### src/rtl/herring_vga_scanout.sv
// herring_vga_scanout: VGA timing generator that pulls pixels from a valid/ready stream; HERRING_TEST_PATTERN_EN adds a colour-bar test mode
module herring_vga_scanout #(
   parameter int H_ACTIVE   = 800,
   parameter int H_FP       = 40,
   parameter int H_SYNC     = 128,
   parameter int H_BP       = 88,
   parameter int V_ACTIVE   = 600,
   parameter int V_FP       = 1,
   parameter int V_SYNC     = 4,
   parameter int V_BP       = 23,
   parameter int HSYNC_POL  = 1,
   parameter int VSYNC_POL  = 1,
   parameter int COLOR_BITS = 1
) (
   input  logic                    PIXEL_CLOCK,
   input  logic                    RESET,
   input  logic [3*COLOR_BITS-1:0] PIX_DATA,
   input  logic                    PIX_VALID,
   output logic                    PIX_READY,
   output logic                    FRAME_START,
   output logic [COLOR_BITS-1:0]   VGA_RED,
   output logic [COLOR_BITS-1:0]   VGA_GREEN,
   output logic [COLOR_BITS-1:0]   VGA_BLUE,
   output logic                    VGA_HSYNC,
   output logic                    VGA_VSYNC,
   output logic                    UNDERFLOW,
`ifdef HERRING_TEST_PATTERN_EN
   input  logic                    TEST_MODE,
`endif
   input  logic                    UNDERFLOW_CLR
);
   localparam int H_TOTAL = H_ACTIVE + H_FP + H_SYNC + H_BP;
   localparam int V_TOTAL = V_ACTIVE + V_FP + V_SYNC + V_BP;
   localparam int HW = $clog2(H_TOTAL);
   localparam int VW = $clog2(V_TOTAL);
   localparam logic [HW-1:0] H_LAST = HW'(H_TOTAL - 1);
   localparam logic [HW-1:0] H_ACT  = HW'(H_ACTIVE);
   localparam logic [HW-1:0] H_SS   = HW'(H_ACTIVE + H_FP);
   localparam logic [HW-1:0] H_SE   = HW'(H_ACTIVE + H_FP + H_SYNC);
   localparam logic [VW-1:0] V_LAST = VW'(V_TOTAL - 1);
   localparam logic [VW-1:0] V_ACT  = VW'(V_ACTIVE);
   localparam logic [VW-1:0] V_SS   = VW'(V_ACTIVE + V_FP);
   localparam logic [VW-1:0] V_SE   = VW'(V_ACTIVE + V_FP + V_SYNC);
   localparam logic HP = (HSYNC_POL != 0);
   localparam logic VP = (VSYNC_POL != 0);

   logic [HW-1:0]           h_q, h_d;
   logic [VW-1:0]           v_q, v_d;
   logic [3*COLOR_BITS-1:0] rgb_q, rgb_d, pat;
   logic                    hs_q, hs_d, vs_q, vs_d, uf_q, uf_d;
   logic                    active, transfer, tm;

`ifdef HERRING_TEST_PATTERN_EN
   localparam logic [HW-1:0] BAR_W = HW'(H_ACTIVE / 8);
   logic [HW-1:0] bar;
   assign tm  = TEST_MODE;
   assign bar = h_q / BAR_W;
   assign pat = {{COLOR_BITS{bar[2]}}, {COLOR_BITS{bar[1]}}, {COLOR_BITS{bar[0]}}};
`else
   assign tm  = 1'b0;
   assign pat = '0;
`endif

   // next raster position, stream handshake and next values of the registered outputs
   always_comb begin
      h_d         = (h_q == H_LAST) ? '0 : h_q + 1'b1;
      v_d         = (h_q != H_LAST) ? v_q : (v_q == V_LAST) ? '0 : v_q + 1'b1;
      active      = (h_q < H_ACT) && (v_q < V_ACT);
      PIX_READY   = active && !RESET && !tm;
      FRAME_START = (h_q == '0) && (v_q == '0) && !RESET;
      transfer    = PIX_READY && PIX_VALID;
      rgb_d       = transfer ? PIX_DATA : (active && tm) ? pat : '0;
      hs_d        = (h_q >= H_SS && h_q < H_SE) ? HP : ~HP;
      vs_d        = (v_q >= V_SS && v_q < V_SE) ? VP : ~VP;
      uf_d        = (active && !PIX_VALID && !tm) ? 1'b1 : UNDERFLOW_CLR ? 1'b0 : uf_q;
   end

   // raster counters; reset restarts the frame at pixel (0,0)
   always_ff @(posedge PIXEL_CLOCK) begin
      if (RESET) begin
         h_q <= '0;
         v_q <= '0;
      end else begin
         h_q <= h_d;
         v_q <= v_d;
      end
   end

   // colour, syncs and sticky underflow, all one cycle behind the counters
   always_ff @(posedge PIXEL_CLOCK) begin
      if (RESET) begin
         rgb_q <= '0;
         hs_q  <= ~HP;
         vs_q  <= ~VP;
         uf_q  <= 1'b0;
      end else begin
         rgb_q <= rgb_d;
         hs_q  <= hs_d;
         vs_q  <= vs_d;
         uf_q  <= uf_d;
      end
   end

   assign VGA_RED   = rgb_q[3*COLOR_BITS-1:2*COLOR_BITS];
   assign VGA_GREEN = rgb_q[2*COLOR_BITS-1:COLOR_BITS];
   assign VGA_BLUE  = rgb_q[COLOR_BITS-1:0];
   assign VGA_HSYNC = hs_q;
   assign VGA_VSYNC = vs_q;
   assign UNDERFLOW = uf_q;
endmodule
### config.mk
export PLATFORM = sky130hd
export DESIGN_NAME = herring_vga_scanout
export DESIGN_NICKNAME = d
export VERILOG_FILES = /design/src/rtl/herring_vga_scanout.sv
export SDC_FILE = /design/constraint.sdc
export NUM_CORES = 1
export LEC_CHECK = 0
export ABC_AREA = 1
export BUFFER_PORTS_ARGS = -buffer_cell sky130_fd_sc_hd__buf_2
export CORE_MARGIN = 1
export CORE_UTILIZATION = 35
export DETAILED_ROUTE_END_ITERATION = 8
export PLACE_DENSITY = 0.57
export SKIP_LAST_GASP = 1
export SYNTH_ARGS = -nofsm -noshare
export SYNTH_HDL_FRONTEND = slang
export SYNTH_SLANG_ARGS = --single-unit
### constraint.sdc
create_clock -name PIXEL_CLOCK -period 1.9 [get_ports PIXEL_CLOCK]
set_input_delay 0.285 -clock PIXEL_CLOCK [delete_from_list [all_inputs] [get_ports PIXEL_CLOCK]]
set_output_delay 0.285 -clock PIXEL_CLOCK [all_outputs]
set_load 0.02 [all_outputs]
==> results.cfg, run 1 <==
[synthesis]
synth_most_common_cell = nand2_1
ys_ff_latch = 27
synth_top_cell_area_share = 0.367
synth_area_per_cell_um2 = 6.55
async_flop_share = 0
synthesis.area_mm2 = 0.00147
syn_nets = 238
ys_seq_area_frac = 0.367
synth.top_cells.by_count = 58 x nand2_1, 39 x nor2_1, 28 x inv_1, 27 x dfxtp_1, 16 x nand3_1
yosys_warnings = 0
synth_top_cell_by_area = dfxtp_1
synth_edf_count = 0
synthCells = 225
synth_ff_type = dfxtp_1
yosys.cell_types.count = 24
synth_area_leaders = dfxtp_1 37%, nand2_1 15%, nor2_1 9.9%, inv_1 7.1%, nand3_1 5.4%

[routing]
vias = 1363
drc = 0
ant_nets = 0
post_drt_wl_per_cell_um = 10.2
viasPerCell = 4.68
dr.pass1.iters = 4
wl_um = 2960
drt_iter0_drc = 94

[power_and_ir_drop]
power_per_cell_area_mw_per_mm2 = 583
p_sw_frac = 0.222
p_int_uw = 749
power_frac_comb = 0.064
p_switching_uw = 214
pwr-share-seq = 0.605
p_leak_uw = 0.000691
pwr-share-clk = 0.331
ir_worst_vdd_mv = 0.317

[floorplan]
dieArea_mm2 = 0.00447
ioPinCount = 15
die_x_um = 66.9
die_h_um = 66.9
coreArea_mm2 = 0.00403
std_cell_rows = 23
start_util = 0.366

[layout]
nets = 255
drive_gt1_frac = 0.129
diodes = 0
area_delta_synth_final_pct = 12.2
fill_cells = 453
fin_area_mm2 = 0.00165
layoutNonFillerInstCount = 291

[run]
drv_cap = 0

[setup_path]
path_cells = inv_1, ha_1, inv_1, nor2_1, nand3_1, nor4_2, buf_2
r2r-end = h_q[10]
arrival_ps = 1470
critPathMaxFanout = 5
startpoint = h_q[0]
worst-path-stages = 7
r2r_start = h_q[0]
r2r_slack_ps = 350
max_stage_delay_ps = 350
cp.buffers_inverters = 3
end_kind = output pin
ff2ff_path_depth = 8
endpoint = FRAME_START
crit_path_start_kind = flop
required_ps = 1620
crit_family = simple AND/OR/NAND/NOR gates
cpMostUsedCell = inv_1
worstSetupPathType = reg -> out
slowest_stage = dfxtp_2

[global_route]
grt_pass1_wl_um = 5310
gr-total-overflow = 0
grt_pass1_vias = 1259
antenna_found_initial = 0
grt_max_degree = 15
grt_usage = 0.156

[hold_path]
holdCritStartpoint = PIX_DATA[1]
hp-class = in -> reg

[clock_network]
cts-root-buf = clkbuf_8
clock_sinks = 27
postCtsHoldBufs = 0
postCtsSetupBuffers = 0
htreeDepth = 1
cts_resized = 0
clk_pin_slew_worst_paths_ps = 90
clk_path_buf_depth = 2
numCtsBuffers = 3
clkLatencyLatePin_ps = 270
cts_tree = built

[sta]
tightest_slew_ps = 377
timing.hold.ws_ps = 218
setup_tns_ps = 0
fin_worst_skew_ps = 5.59
setup_viol_count_final = 0
slew_headroom = 0.747
setup_ws_ps = 140
min_period_ps = 1760
maxSlewViolCount = 0
finalCritPeriodShare = 0.926
fmax_mhz = 568
finalHoldViolCount = 0
rsz0062_at_grt = no

[place]
dpl.cell_count = 287
gp_congestion = 0.760
dpl_cell_area_mm2 = 0.00159
pre_cts_ws_ps = 293
io_buffers = 14
dpl.hpwl_um = 2360

[run_status]
status = completed
## power groups by stage
| stage | combinational [uW] | clock, uW | sequential (uW) |
|---|---|---|---|
| after detailed placement | 62.4 | 0 | 595 |
| after CTS | 62.7 | 339 | 582 |
| final | 62.1 | 319 | 583 |
| after floorplan | 36.2 | 0 | 600 |
| after global placement | 62.3 | 0 | 595 |
| after global routing | 71.6 | 355 | 585 |
## flip-flops by register name, indices dropped and copies added (netlist names)
register	flops
h_q	11
v_q	10
rgb_q	3
UNDERFLOW	1
VGA_HSYNC	1
VGA_VSYNC	1
## worst reg2reg max path, cell delays in order (launching register included)
cell and delay (ps):
dfxtp_2 360, ha_1 180, nand2_2 90, nor2_4 160
inv_2 60, nor2_4 230, nor2_1 120, inv_2 160
a21oi_1 60
## layer usage
metal,vias to the layer above,wire (um),GRT usage
met5,-,0,0
met4,0,37,0.0399
met3,4,67,0.0428
met2,14,1380,0.261
met1,603,1480,0.195
li1,742,-,-
## cell usage in the layout (no fill, tap or decap)
cell      netlist  final
nand2_1        58     58
nor2_1         39     38
inv_1          28     28
dfxtp_1        27     24
nand3_1        16     16
buf_2           0     14
a21oi_1        10     10
nand4_1         7      7
ha_1            6      6
o21ai_1         3      5
nor3_1          5      4
inv_2           3      3
nor2_2          2      3
nand3b_1        3      3
o21ai_0         5      3
clkbuf_8        0      3
dfxtp_2         0      3
nor2_4          2      2
xor2_1          2      2
nor3_2          0      1
and2_1          1      1
nor4_2          0      1
nand2_2         1      1
o21a_1          1      1
xnor2_1         1      1
nor4_1          2      1
or2_0           1      1
clkbuf_1        1      1
## stage by stage
| step | total power [uW] | util |
|---|---|---|
| floorplan | 636 | - |
| global placement | 657 | 0.395 |
| detailed placement | 658 | 0.395 |
| CTS | 984 | 0.406 |
| global route | 1010 | 0.410 |
| finish | 963 | 0.410 |
## final cells by class
cell class / instances / area (um^2) / area share
Multi-Input combinational cell: 165 / 815 / 0.493
Timing Repair Buffer: 14 / 70.1 / 0.0424
Tap cell: 50 / 62.6 / 0.0379
Clock buffer: 4 / 45.0 / 0.0273
Inverter: 31 / 116 / 0.0704
Sequential cell: 27 / 544 / 0.329
## worst min-delay path by stage
stage	endpoint	slack, ps	depth (start not counted)
global route	rgb_q[1]	220	3
global placement	h_q[0]	450	1
CTS	rgb_q[1]	210	3
finish	rgb_q[1]	220	3
floorplan	rgb_q[0]	400	2
detailed placement	UNDERFLOW	470	2
## cells by family (layout without fill, tap and decap cells)
logic type	count (synthesis)	count (layout)	share of synthesized area
compound gates	19	19	0.0663
xor+xnor	3	3	0.0178
fa+ha+maj	6	6	0.0510
buf+inv	33	49	0.0892
flops	27	27	0.367
simple gates	137	137	0.409
No activity file was read; power rests on OpenSTA's default activity.
==> run 2: changes to the inputs <==
--- a/config.mk
+++ b/config.mk
@@ -7,6 +7,7 @@
 export LEC_CHECK = 0
 export ABC_AREA = 1
 export BUFFER_PORTS_ARGS = -buffer_cell sky130_fd_sc_hd__buf_2
+export CORE_ASPECT_RATIO = 1.2
 export CORE_MARGIN = 1
 export CORE_UTILIZATION = 35
 export DETAILED_ROUTE_END_ITERATION = 8
==> results.cfg, run 2 (synthesis gave the netlist of run 1 again) <==
[sta]
slew_headroom = 0.739
maxSlewViolCount = 0
rsz0062_at_grt = yes
tightest_slew_ps = 390
timing.hold.ws_ps = 210
finalCritPeriodShare = 0.956
finalHoldViolCount = 0
fmax_mhz = 551
fin_worst_skew_ps = 5.44
min_period_ps = 1820
setup_ws_ps = 84.1
setup_viol_count_final = 0

[layout]
area_delta_synth_final_pct = 16.1
top_register = h_q
drive_gt1_frac = 0.165
fin_area_mm2 = 0.00171
diodes = 0
fill_cells = 450
top_regs = h_q (11), v_q (10), rgb_q (3)
nets = 256
mostFrequentLayoutCells = 58 x nand2_1, 36 x nor2_1, 25 x inv_1
multi_input_area_um2 = 851
layout_commonest_cell = nand2_1
largest_reg_flops = 11
seqCellArea_um2 = 547
fin_util = 0.431

[place]
io_buffers = 14
dpl_cell_area_mm2 = 0.00160
gp_congestion = 0.866
pre_cts_ws_ps = 277
dpl.hpwl_um = 2420

[floorplan]
die_x_um = 61.2
ioPinCount = 15
start_util = 0.371
die_h_um = 73.1
coreArea_mm2 = 0.00397
dieArea_mm2 = 0.00447
std_cell_rows = 25

[setup_path]
path_cells = inv_1, o21ai_0, nor2_2, and2_1, buf_2
worstSetupPathType = reg -> out
critPathMaxFanout = 6
crit_path_start_kind = flop
end_kind = output pin
required_ps = 1620
ff2ff_path_depth = 8
max_stage_delay_ps = 460
arrival_ps = 1530
slowest_stage = dfxtp_1

[global_route]
grt_use_met3 = 0.0213
grt_pass1_wl_um = 5490
grt_use_met2 = 0.272
gr-total-overflow = 0
use_met1 = 0.209
grt_pass1_vias = 1297
antenna_found_initial = 0
grt_usage = 0.161
grt_max_degree = 17
top_usage_layer = met2

[clock_network]
clk_pin_slew_worst_paths_ps = 100
clock_sinks = 27
numCtsBuffers = 3
clk_path_buf_depth = 2
htreeDepth = 1
cts_tree = built
postCtsHoldBufs = 0
clkLatencyLatePin_ps = 270
cts-root-buf = clkbuf_8

[power_and_ir_drop]
ir_worst_vdd_mv = 0.216
p_leak_uw = 0.000702
power_per_cell_area_mw_per_mm2 = 585

[routing]
dr.pass1.iters = 4
post_drt_wl_per_cell_um = 10.7
viasPerCell = 4.64
ant_nets = 0
vias = 1373
wl_um = 3160
drc = 0
drt_iter0_drc = 68

[hold_path]
hp-class = in -> reg
holdPathStages = 3

[run]
drv_cap = 0

[run_status]
status = completed
==> run 2: cell count changes in the layout (fill, tap and decap cells not counted), sizes merged <==
cell / before / now
clkbuf: 4 / 3
buf: 14 / 15
clkinvlp: 0 / 1
==> run 2: cell type report <==
cell class | count | share of cell area
clock inverter | 1 | 0.00439
inverter | 31 | 0.0680
tap | 54 | 0.0395
timing repair buffer | 15 | 0.0468
multi-input combinational | 165 | 0.497
sequential | 27 | 0.320
clock buffer | 3 | 0.0241
==> run 2: repair_timing <==
action,CTS,global route
endpoints found under the setup margin,0,2
gates resized for setup,0,19
buffers inserted,0,0
==> run 2: layer usage <==
layer / part of all wire / routed length, um
met1: 0.48 / 1510
met2: 0.49 / 1560
met3: 0.019 / 59
met4: 0.0092 / 29
met5: 0 / 0
==> run 2: power breakdown <==
group	internal (uW)	switching, uW
sequential	575	8.62
combinational	33.9	45.8
clock	149	188
total	758	243
==> run 2: worst max-delay path, delay by kind of cell (launching register included) <==
kind            cells  cell delay, ps
flops               1             460
buf+inv             2             280
compound gates      1             280
simple gates        2             230
==> run 2: worst paths after layout <==
kind | startpoint | endpoint | slack (ps)
hold reg to reg | h_q[0] | h_q[0] | 450
setup reg to reg | h_q[0] | h_q[2] | 340
hold / removal | PIX_DATA[0] | rgb_q[0] | 210
setup / recovery | h_q[7] | PIX_READY | 80
==> run 2: stage by stage <==
step / power (uW) / TNS [ps] / std cells
5_1_grt: 1040 / -45.5 / 296
3_3_place_gp: 658 / 0 / 292
2_1_floorplan: 636 / 0 / 225
4_1_cts: 995 / 0 / 296
3_5_place_dp: 658 / 0 / 292
6_report: 1000 / 0 / 296
